$ cat config.mk
export PLATFORM = sky130hd
export DESIGN_NAME = instruction_fetch_unit
export DESIGN_NICKNAME = d
export VERILOG_FILES = /design/src/rtl/cpu54_pkg.sv /design/src/rtl/fetch_next_pc.sv /design/src/rtl/instruction_fetch_unit.sv
export SDC_FILE = /design/constraint.sdc
export NUM_CORES = 1
export LEC_CHECK = 0
export ABC_CLOCK_PERIOD_IN_PS = 4100
export CAP_MARGIN = 20
export CELL_PAD_IN_SITES_DETAIL_PLACEMENT = 1
export CELL_PAD_IN_SITES_GLOBAL_PLACEMENT = 1
export CORE_MARGIN = 2
export CORE_UTILIZATION = 30
export CTS_BUF_LIST = sky130_fd_sc_hd__clkbuf_16
export DETAILED_ROUTE_END_ITERATION = 10
export PLACE_DENSITY_LB_ADDON = 0.1
export REMOVE_ABC_BUFFERS = 1
export SLEW_MARGIN = 20
export SYNTH_ARGS = -nofsm -noshare
export SYNTH_HDL_FRONTEND = slang
export SYNTH_SLANG_ARGS = --single-unit
$ cat constraint.sdc
create_clock -name clk -period 4.1 [get_ports clk]
set_clock_uncertainty 0.1 [all_clocks]
set_input_delay 0.82 -clock clk [delete_from_list [all_inputs] [get_ports clk]]
set_output_delay 0.82 -clock clk [all_outputs]
set_load 0.02 [all_outputs]
$ cat src/rtl/cpu54_pkg.sv
// Shared definitions for the fetch stage: reset PC, redirect kind encodings, FSM states.
// FETCH_ALIGN_CHECK_EN adds the S_FAULT state used for misaligned jr targets.
package cpu54_pkg;

    localparam logic [31:0] RESET_PC_DEFAULT = 32'h0040_0000;

    typedef enum logic [1:0] {
        RK_BRANCH = 2'b00,
        RK_JUMP   = 2'b01,
        RK_JR     = 2'b10,
        RK_NONE   = 2'b11
    } redirect_kind_e;

    typedef enum logic [2:0] {
        S_START = 3'd0,
        S_ISSUE = 3'd1,
        S_WAIT  = 3'd2,
        S_HOLD  = 3'd3
`ifdef FETCH_ALIGN_CHECK_EN
        , S_FAULT = 3'd4
`endif
    } fetch_state_e;

endpackage

$ cat src/rtl/fetch_next_pc.sv
// Combinational next-PC logic: sequential pc+4 and the branch/jump/jr redirect target.
// With FETCH_ALIGN_CHECK_EN the raw target is passed through so the caller can fault on it.
module fetch_next_pc
    import cpu54_pkg::*;
(
    input  logic [31:0] pc,
    input  logic [1:0]  redirect_kind,
    input  logic [31:0] redirect_pc,
    input  logic [25:0] redirect_imm,
    input  logic [31:0] redirect_reg,
    output logic [31:0] seq_pc,
    output logic [31:0] target_pc,
    output logic        target_known
);

    logic [31:0] link_pc;
    logic [31:0] raw_target;

    always_comb begin
        seq_pc       = pc + 32'd4;
        link_pc      = redirect_pc + 32'd4;
        raw_target   = link_pc;
        target_known = 1'b1;
        case (redirect_kind)
            RK_BRANCH: raw_target = link_pc + {{14{redirect_imm[15]}}, redirect_imm[15:0], 2'b00};
            RK_JUMP:   raw_target = {link_pc[31:28], redirect_imm, 2'b00};
            RK_JR:     raw_target = redirect_reg;
            default:   target_known = 1'b0;
        endcase
`ifdef FETCH_ALIGN_CHECK_EN
        target_pc = raw_target;
`else
        target_pc = raw_target & ~32'h3;
`endif
    end

endmodule

$ cat src/rtl/instruction_fetch_unit.sv
// Fetch stage: PC register, single-outstanding imem reads, valid/ready hand-off to decode.
// Optional FETCH_ALIGN_CHECK_EN: misaligned jr target traps into a sticky fault state.
module instruction_fetch_unit
    import cpu54_pkg::*;
#(
    parameter logic [31:0] RESET_PC = RESET_PC_DEFAULT
) (
    input  logic        clk,
    input  logic        rst,
    input  logic        redirect_valid,
    input  logic [1:0]  redirect_kind,
    input  logic [31:0] redirect_pc,
    input  logic [25:0] redirect_imm,
    input  logic [31:0] redirect_reg,
    output logic        imem_req,
    output logic [31:0] imem_addr,
    input  logic        imem_rvalid,
    input  logic [31:0] imem_rdata,
    output logic [31:0] if_instr,
    output logic [31:0] if_pc,
    output logic        if_valid,
    input  logic        if_ready,
    output logic        ifu_fault
);

    fetch_state_e state_q, state_d;
    logic [31:0]  pc_q, pc_d;
    logic [31:0]  if_instr_q, if_instr_d;
    logic [31:0]  if_pc_q, if_pc_d;
    logic         if_valid_q, if_valid_d;
    logic         kill_q, kill_d;

    logic [31:0]  seq_pc, target_pc;
    logic         target_known, in_fault, take;

    fetch_next_pc u_next_pc (
        .pc            (pc_q),
        .redirect_kind (redirect_kind),
        .redirect_pc   (redirect_pc),
        .redirect_imm  (redirect_imm),
        .redirect_reg  (redirect_reg),
        .seq_pc        (seq_pc),
        .target_pc     (target_pc),
        .target_known  (target_known)
    );

`ifdef FETCH_ALIGN_CHECK_EN
    assign in_fault = (state_q == S_FAULT);
`else
    assign in_fault = 1'b0;
`endif

    // Kind 11 and redirects during the post-reset idle cycle or a fault are no-ops.
    assign take = redirect_valid && target_known && (state_q != S_START) && !in_fault;

    always_comb begin
        state_d    = state_q;
        pc_d       = pc_q;
        if_instr_d = if_instr_q;
        if_pc_d    = if_pc_q;
        if_valid_d = if_valid_q;
        kill_d     = kill_q;
        imem_req   = 1'b0;
        case (state_q)
            S_START: state_d = S_ISSUE;
            S_ISSUE: begin
                imem_req = !take;
                if (!take) state_d = S_WAIT;
            end
            S_WAIT: begin
                if (imem_rvalid && !take) begin
                    if (kill_q) begin
                        kill_d  = 1'b0;
                        state_d = S_ISSUE;
                    end else begin
                        if_instr_d = imem_rdata;
                        if_pc_d    = pc_q;
                        if_valid_d = 1'b1;
                        state_d    = S_HOLD;
                    end
                end else if (imem_rvalid) begin
                    state_d = S_ISSUE;
                end else if (take) begin
                    // response still in flight for the old PC; drop it when it lands
                    kill_d = 1'b1;
                end
            end
            S_HOLD: begin
                if (take) begin
                    state_d = S_ISSUE;
                end else if (if_ready) begin
                    pc_d       = seq_pc;
                    if_valid_d = 1'b0;
                    state_d    = S_ISSUE;
                end
            end
`ifdef FETCH_ALIGN_CHECK_EN
            S_FAULT: state_d = S_FAULT;
`endif
            default: state_d = S_START;
        endcase

        if (take) begin
            pc_d       = target_pc;
            if_valid_d = 1'b0;
`ifdef FETCH_ALIGN_CHECK_EN
            if (redirect_kind == RK_JR && target_pc[1:0] != 2'b00) state_d = S_FAULT;
`endif
        end
    end

    always_ff @(posedge clk) begin
        if (rst) begin
            state_q    <= S_START;
            pc_q       <= RESET_PC;
            if_instr_q <= 32'd0;
            if_pc_q    <= 32'd0;
            if_valid_q <= 1'b0;
            kill_q     <= 1'b0;
        end else begin
            state_q    <= state_d;
            pc_q       <= pc_d;
            if_instr_q <= if_instr_d;
            if_pc_q    <= if_pc_d;
            if_valid_q <= if_valid_d;
            kill_q     <= kill_d;
        end
    end

    assign imem_addr = pc_q;
    assign if_instr  = if_instr_q;
    assign if_pc     = if_pc_q;
    assign if_valid  = if_valid_q;
    assign ifu_fault = in_fault;

endmodule

==> results.tsv <==
metric	value	unit
status	complete, no violations	
routed-via-count	8001	
drive_above_1_share	17.4	%
cp_num_buf_inv	1	
register_to_register_path_setup_slack	1.13	ns
leading_cell_type_in_the_layout_fill_and_taps_excluded	clkdlybuf4s50_1	
floorplan.die.width	155	um
yosysWarningCount	0	
grt_start_max_net_pins	70	
setup_slack	0.0940	ns
power.sequential.fraction	36.8	%
clkTransAtPathRegs	0.07	ns
m1WireLength	12300	um
placed_cell_area	10100	sq um
synth-edff-count	0	
register_area	1920	sq um
cts_num_sinks	96	
core-area	22500	sq um
io-pin-count	228	
async_reset_ff_share	0	%
synth_cell_types	73	
yosys.area_share.xor_xnor	7.54	%
initial_core_util	30.4	%
min_period_over_period	97.7	%
fin_nets	1425	
detailedRoute.firstIterationViolations	309	
total_switching_power	0.900	mW
clock_tree.buffer_depth	2	
timing.hold.worst.class	reg2reg	
die_outline_area	24000	sq um
timing.final.max_slew_violations	0	
grt_use_total	21.1	%
post_synth_inst_count	940	
number_of_global_route_vias_before_repair	7858	
internal-power	1.91	mW
setup.worst_path.end_class	flop	
final_hold_viol_count	0	
synthMuxAreaShare	1.04	%
tns_setup	0	ns
synth-simple-area-share	27.3	%
clk_latency	0.34	ns
path_cells	clkdlybuf4s50_1 -> and4_4 -> nand3_1 -> nor2_2 -> xnor2_1 -> ha_1 -> a21oi_2 -> a21boi_2 -> a311o_1 -> or3_1 -> o21ai_2 -> a21boi_2 -> o311a_1 -> a22o_1	
number_of_detailed_route_iterations_in_the_first_pass	6	
yosysSeqAreaShare	28.1	%
synth-compound-area-share	23.9	%
via_per_inst	5.17	
top_layer_used	met4	
met3_routed_wl	1030	um
rd_place_congestion	0.832	
worst_ir_drop_vdd	0.165	mV
share_clk_of_total_power	29.8	%
sw_frac_of_total	32.0	%
antenna_cells_inserted	0	
cts-root-buf	clkbuf_16	
seq_cells_post_synth	96	
cp_slowest_cell	clkdlybuf4s50_1	
cts_tree	yes	
syn2layout_area_growth	57.2	%
synth-main-ff-cell	dfxtp_1	
layout_common_cells	clkdlybuf4s50_1, nand2_1, buf_4, a21oi_1, dfxtp_1	
drt_wl_cell	17.0	um
synth_fa_ha_area_share	7.07	%
syn_avg_cell_area	7.27	sq um
fmaxAchievable	0.250	GHz
max_cap_viol_count	0	
h-tree-depth	3	
antenna_found_initial	0	
finish.instance_area	10700	sq um
holdBufCountCts	0	
multiInputGateArea	4840	sq um
cpLargestDelayFamily	compound AO/OA/AOI/OAI gates	
port_buffers	218	
dp_hpwl	20500	um
critPathArrivalTime	4.14	ns
slew_headroom	47.3	%
fp-row-count	55	
combinational_family_with_the_most_area_after_synthesis	simple AND/OR/NAND/NOR gates	
leakagePower	4.13	nW
worst_slew_pin_slew	0.791	ns
syn_area	6830	sq um
grt_first_pass_wirelength	41100	um
final_antenna_net_count	0	
worst_setup_path_start_kind	input pin	
pwr_density_cell	262	nW/um^2
wl	26300	um
setup_viol_count_final	0	
wl_met2	12500	um
period_needed	4.01	ns
dieHeight	155	um
worstPathRequired	4.24	ns
total_gr_overflow	0	
criticalPathCategory	in2reg	
tritoncts.num_buffers	9	
preCtsSetupSlack	-0.658	ns
cpPeakStageDelay	0.48	ns
drc	0	
comb_power_share	33.4	%
crit_fanout	4	
worst_path_most_repeated_cell	a21boi_2	
nFillCells	2794	
## what timing repair did
action	4_1_cts	5_1_grt
setup buffers	2	5
pin swaps	13	31
endpoints found under the setup margin	10	12
resized for setup	22	56
## stage by stage
stage | hold slack [ns] | power (mW) | util (%) | cells
2_1_floorplan | 0.368 | 1.45 | - | 888
3_5_place_dp | 0.346 | 1.95 | 45.0 | 1525
3_3_place_gp | 0.341 | 1.94 | 45.0 | 1525
6_report | 0.353 | 2.81 | 47.7 | 1547
4_1_cts | 0.356 | 2.81 | 46.7 | 1542
5_1_grt | 0.369 | 2.96 | 47.7 | 1547
## flip-flops by register name, indices dropped and copies added, names as in the netlist
| register | cells |
|---|---|
| if_instr | 32 |
| if_pc | 30 |
| if_valid | 1 |
| imem_addr | 30 |
| kill_q | 1 |
| state_q | 2 |
## power groups by stage
stage / combinational (mW) / sequential (mW) / clock, mW
after floorplan: 0.369 / 1.08 / 0
after global placement: 0.884 / 1.06 / 0
after detailed placement: 0.898 / 1.06 / 0
after CTS: 0.912 / 1.03 / 0.865
after global routing: 1.03 / 1.04 / 0.893
final: 0.940 / 1.03 / 0.839
## final cells by class
class | count | share of cell area, %
clock buffer | 9 | 2.10
clock inverter | 6 | 0.571
inverter | 18 | 0.629
multi-input combinational | 774 | 45.1
sequential | 96 | 17.9
tap | 285 | 3.32
timing repair buffer | 359 | 30.4
## cell usage after synthesis, drive strengths merged (9+ instances only)
cell type	number	share of area, %
ha	37	6.8
nor2b	9	0.82
a211oi	11	1.2
dfxtp	96	28
clkbuf	41	2.3
inv	16	0.88
a21o	13	1.4
buf	15	1.6
nand2	194	11
xor2	23	2.9
nand4	24	2.3
nor4	11	1.3
nand3	30	2.2
nor3	26	2.0
a221oi	13	1.7
nor2	58	3.2
o21ai	47	3.4
and3	13	1.2
xnor2	35	4.6
a21oi	127	9.3
## logic make-up after synthesis
logic type	Yosys count
simple gates	396
flops	96
fa+ha+maj	38
compound gates	270
mux	7
buf+inv	74
other cells	1
xor+xnor	58
## per-layer routing
metal | vias to the layer above | global-route usage [%]
met5 | - | 0
met4 | 0 | 4.76
met3 | 23 | 2.09
met2 | 199 | 37.4
met1 | 3773 | 27.8
li1 | 4006 | -
## final timing paths
kind,from,endpoint,depth (start not counted)
setup / recovery,redirect_pc[17],imem_addr[29]$_SDFFE_PP0P_,14
hold / removal,if_pc[20]$_SDFFE_PP0P_,if_pc[20]$_SDFFE_PP0P_,2
hold reg to reg,if_pc[20]$_SDFFE_PP0P_,if_pc[20]$_SDFFE_PP0P_,2
setup reg to reg,imem_addr[16]$_SDFFE_PP0P_,imem_addr[31]$_SDFFE_PP0P_,8
## worst reg2reg max path, stage by stage, from the launching register on
cell and delay [ns]:
dfxtp_1 0.54, nand4_1 0.21, nor3_1 0.62, nand3_1 0.31, mux2i_1 0.19, or3_1 0.43
nor4_1 0.29, mux2i_1 0.12, o21ai_0 0.09
Note: power is estimated with default switching activity, not from simulation.
